`src/rtl/uart_tx_arbiter.sv`:
```
// Packet-atomic round-robin arbiter sharing one UART TX write port among NREQ byte producers.
// A granted requester keeps the port until its last byte is accepted or it stalls past TIMEOUT cycles.
module uart_tx_arbiter #(
  parameter int NREQ    = 4,
  parameter int DBIT    = 8,
  parameter int TIMEOUT = 255
) (
  input  logic               clk,
  input  logic               reset_n,
  input  logic [NREQ-1:0]      req,
  input  logic [NREQ*DBIT-1:0] req_data,
  input  logic [NREQ-1:0]      req_last,
  output logic [NREQ-1:0]      req_ack,
  input  logic               tx_full,
  output logic               wr_uart,
  output logic [DBIT-1:0]    w_data,
  output logic [NREQ-1:0]    gnt,
  output logic               busy,
  output logic               abort
);

  localparam int IW = $clog2(NREQ);
  localparam int CW = $clog2(TIMEOUT + 1);
  localparam logic [CW-1:0] TIMEOUT_C = CW'(TIMEOUT);

  typedef enum logic {IDLE, XFER} state_t;

  state_t          state_q, state_d;
  logic [IW-1:0]   own_q, own_d;
  logic [IW-1:0]   ptr_q, ptr_d;
  logic [CW-1:0]   cnt_q, cnt_d;
  logic [CW-1:0]   cnt_inc;
  logic [IW-1:0]   pick;
  logic            found;
  logic            accept;

  // (base + k) mod NREQ without a general divider.
  function automatic logic [IW-1:0] rr_index(input logic [IW-1:0] base, input int k);
    int j;
    j = int'(base) + k;
    if (j >= NREQ) j = j - NREQ;
    return IW'(j);
  endfunction

  // First requester at or after the rotation pointer.
  always_comb begin
    pick  = '0;
    found = 1'b0;
    for (int k = 0; k < NREQ; k++) begin
      if (!found && req[rr_index(ptr_q, k)]) begin
        found = 1'b1;
        pick  = rr_index(ptr_q, k);
      end
    end
  end

  assign cnt_inc = cnt_q + 1'b1;

  // NOTE: every signal written here gets a default first, so no path leaves a latch behind.
  always_comb begin
    state_d = state_q;
    own_d   = own_q;
    ptr_d   = ptr_q;
    cnt_d   = cnt_q;
    accept  = 1'b0;
    abort   = 1'b0;
    wr_uart = 1'b0;
    req_ack = '0;
    w_data  = '0;
    gnt     = '0;
    busy    = 1'b0;
    case (state_q)
      IDLE: begin
        cnt_d = '0;
        if (found) begin
          own_d   = pick;
          state_d = XFER;
        end
      end
      XFER: begin
        busy         = 1'b1;
        gnt[own_q]   = 1'b1;
        w_data       = req_data[own_q*DBIT +: DBIT];
        accept       = req[own_q] & ~tx_full;
        wr_uart      = accept;
        req_ack[own_q] = accept;
        if (req[own_q]) begin
          // Backpressure with req held never counts toward the timeout.
          cnt_d = '0;
          if (accept && req_last[own_q]) begin
            state_d = IDLE;
            ptr_d   = rr_index(own_q, 1);
          end
        end else if (cnt_inc == TIMEOUT_C) begin
          abort   = 1'b1;
          cnt_d   = '0;
          state_d = IDLE;
          ptr_d   = rr_index(own_q, 1);
        end else begin
          cnt_d = cnt_inc;
        end
      end
      default: state_d = IDLE;
    endcase
  end

  // NOTE: state registers use non-blocking assignments so every flop samples pre-edge values.
  always_ff @(posedge clk or negedge reset_n) begin
    if (!reset_n) begin
      state_q <= IDLE;
      own_q   <= '0;
      ptr_q   <= '0;
      cnt_q   <= '0;
    end else begin
      state_q <= state_d;
      own_q   <= own_d;
      ptr_q   <= ptr_d;
      cnt_q   <= cnt_d;
    end
  end

endmodule

```
`config.mk`:
```
export PLATFORM = sky130hd
export DESIGN_NAME = uart_tx_arbiter
export DESIGN_NICKNAME = d
export VERILOG_FILES = /design/src/rtl/uart_tx_arbiter.sv
export SDC_FILE = /design/constraint.sdc
export NUM_CORES = 1
export LEC_CHECK = 0
export CAP_MARGIN = 5
export CELL_PAD_IN_SITES_DETAIL_PLACEMENT = 0
export CELL_PAD_IN_SITES_GLOBAL_PLACEMENT = 1
export CORE_ASPECT_RATIO = 0.6
export CORE_MARGIN = 2
export CORE_UTILIZATION = 28
export CTS_CLUSTER_DIAMETER = 50
export DETAILED_ROUTE_END_ITERATION = 10
export PLACE_DENSITY_LB_ADDON = 0.1
export SLEW_MARGIN = 20
export SYNTH_ARGS = -nofsm -noshare
export SYNTH_HDL_FRONTEND = slang
export SYNTH_SLANG_ARGS = --single-unit
```
`constraint.sdc`:
```
create_clock -name clk -period 3 [get_ports clk]
set_clock_uncertainty 0.2 [all_clocks]
set_input_delay 0.6 -clock clk [delete_from_list [all_inputs] [get_ports clk]]
set_output_delay 0.6 -clock clk [all_outputs]
set_load 0.1 [all_outputs]
```
==> impl_metrics.toml <==
[run_status]
status = "complete, no violations"

[global_routing]
gr-total-overflow = 0
grt_max_degree = 16
grt_pass1_wl_um = 6070
grt_pass1_vias = 1148
grt_usage_pct = 18.0
antenna_found_initial = 0

[critical_path]
r2r_slack_ps = 560
crit_path_start_kind = "input port"
cp.arrival_ps = 2120
crit_fanout = 2
r2r-start = "cnt_q[0]$_DFF_PN0_"
timing.rr.end = "ptr_q[1]$_DFFE_PN0P_"
rr_worst_depth = 5
cp.required_ps = 2200
critPathCaptureType = "output pin"
worstSetupPathType = "input port to output pin"

[finish]
nNetsFinal = 228
drive_gt1_share_pct = 30.9
area_growth_pct = 89.3
post-route-util_pct = 56.3
num_antenna_cells = 0

[power]
power-per-cell-area_nw_per_um2 = 1090
vdd.ir_drop.worst_uv = 744
intPower_mw = 1.04
sw_frac_of_total_pct = 54.8
leakagePower_nw = 0.896
combinationalPowerShare_pct = 80.5
p_clk_share_pct = 7.0
pwr-share-seq_pct = 12.5
fin_total_pwr_mw = 2.29
power.switching_mw = 1.26

[synth]
syn_nets = 155
async_flop_share_pct = 100
netlist-cell-type-count = 28
yosysTopAreaCellShare_pct = 29.2
yosys_register_bits = 13
yosysMostFrequentCell = "and2_1"
synth_seq_area_share_pct = 29.2
syn_area_per_cell_sq_um = 10.5
synth_area_leaders = "dfrtp_1 29%, mux4_2 20%, and2_1 9.0%"
synth_edf_count = 0
synthTopCellsByCount = "16 x and2_1, 13 x dfrtp_1, 13 x nor2_1"
synth.largest_area_cell = "dfrtp_1"
synthCells = 106
synth_flop_cell = "dfrtp_1"
yosys_warnings = 0
synthesis.area_sq_um = 1110

[sta]
fmax_ghz = 0.343
min_period_ps = 2920
report.final.setup_viol = 0
fin_crit_sh_pct = 97.3
max-slew-margin-rel_pct = 46.9
worst_pin_slew_ps = 791
slew_violations = 0
rsz0062_at_grt = "no"
hold_viol_final = 0

[placed_design]
dpl.hpwl_um = 3060
port-buffer-count = 61
gp_congestion = 0.819

[worst_hold_path]
worstHoldEndpoint = "cnt_q[0]$_DFF_PN0_"
min-delay-start = "cnt_q[0]$_DFF_PN0_"
min_path_cells = 1
hp-class = "flop to flop"

[detailed_routing]
via_per_inst = 4.96
drc = 0
drtPass1Iterations = 4
drt-wirelength-per-cell_um = 16.4
ant_nets = 0
drt-total-wl_um = 3700
drtIter0Drc = 34
vias = 1117

[floorplanning]
die_w_um = 85.4
die_height_um = 52.9
row_count = 17
start_util_pct = 29.7
boundaryPins = 62
die_area_sq_um = 4510
core_sq_um = 3740

[clock_network]
clock_sink_count = 13
cts_max_path_buffers = 2
clkTransAtPathRegs_ps = 50
htreeDepth = 1
cts_tree = "done"
numCtsBuffers = 3
clk_latency_ps = 250
clockRootBuffer = "clkbuf_8"
hold_buffers = 0

[run]
cap_violations = 0
worst max path at each step:
stage                                   from     to  slack [ps]  cells past startpoint
after floorplan                       req[3]  abort        -200                      4
after global placement                req[3]  abort           5                      6
after detailed placement              req[3]  abort          -7                      6
after CTS                             req[3]  abort          70                      6
after global routing      cnt_q[0]$_DFF_PN0_  abort           4                      6
final                                 req[3]  abort          80                      6
critical path, cell delays in order:
cell	delay (ps)
dlygate4sd2_1	250
mux4_2	510
nor2_4	140
o21ai_2	80
nor4_4	310
buf_12	220
flip-flops by register name (all words and copies together), names as in the netlist:
name     count
cnt_q        8
own_q        2
ptr_q        2
state_q      1
stage by stage:
stage	std cells	setup slack (ps)	cell area [sq um]	hold WS [ps]	setup TNS, ps
floorplan	106	-200	1150	104	-472
global placement	220	4.65	2050	335	0
detailed placement	220	-7.26	2050	332	-7.26
CTS	225	74.0	2110	340	0
global route	225	4.15	2110	413	0
finish	225	82.2	2110	357	0
power by group through the flow:
stage / logic (mW) / registers, mW / clock network, mW
floorplan: 1.16 / 0.296 / 0
global placement: 1.83 / 0.286 / 0
detailed placement: 1.85 / 0.289 / 0
CTS: 1.86 / 0.286 / 0.164
global route: 1.92 / 0.296 / 0.171
finish: 1.84 / 0.286 / 0.160
layer usage:
metal	part of all wire [%]	track usage, %
met5	0	0
met4	0.84	4.76
met3	6.7	4.06
met2	43	28.5
met1	49	25.0
repair_timing:
action,in CTS,in global routing
buffers inserted,1,0
resized for setup,6,0
endpoints found under the setup margin,1,0
hold endpoints to repair,0,0
cells in the final DEF (no fill, tap or decap):
cell type / count
dlygate4sd2_1: 4
and2_4: 4
nand2_1: 6
nand4_1: 1
or3_4: 1
xor2_1: 2
and2_1: 12
ha_1: 6
o21ai_2: 1
nand3_1: 4
mux2i_1: 1
dfrtp_4: 1
o21a_1: 1
nor4_1: 1
a21oi_1: 3
inv_1: 4
nor2_4: 1
nor3b_4: 1
buf_4: 11
mux2_1: 2
nor4_4: 1
o21ai_0: 3
clkbuf_8: 3
a221oi_1: 1
o41ai_4: 2
dfrtp_1: 12
nor3_1: 2
mux4_2: 10
clkinv_2: 1
clkdlybuf4s50_1: 38
xnor2_1: 3
nor2_1: 13
nand3b_1: 2
nand2b_1: 2
buf_12: 18
logic make-up (layout without fill, tap and decap cells):
group	count (synthesis)	in the layout	share of synthesized area, %
buffers and inverters	7	79	2.47
xor gates and xnor gates	5	5	3.93
adders and majority gates	6	6	6.74
DFF	13	13	29.2
muxes	13	13	23.1
and+or+nand+nor	51	51	24.9
AOI/OAI and AO/OA	11	11	9.55
layout make-up:
type	instances	area (sq um)
tap	47	58.8
sequential	13	329
clock inverter	1	5.00
clock buffer	3	41.3
inverter	4	15.0
timing repair buffer	71	858
multi-input combinational	86	801
fill	323	1640
No activity file was read; power rests on OpenSTA's default activity.
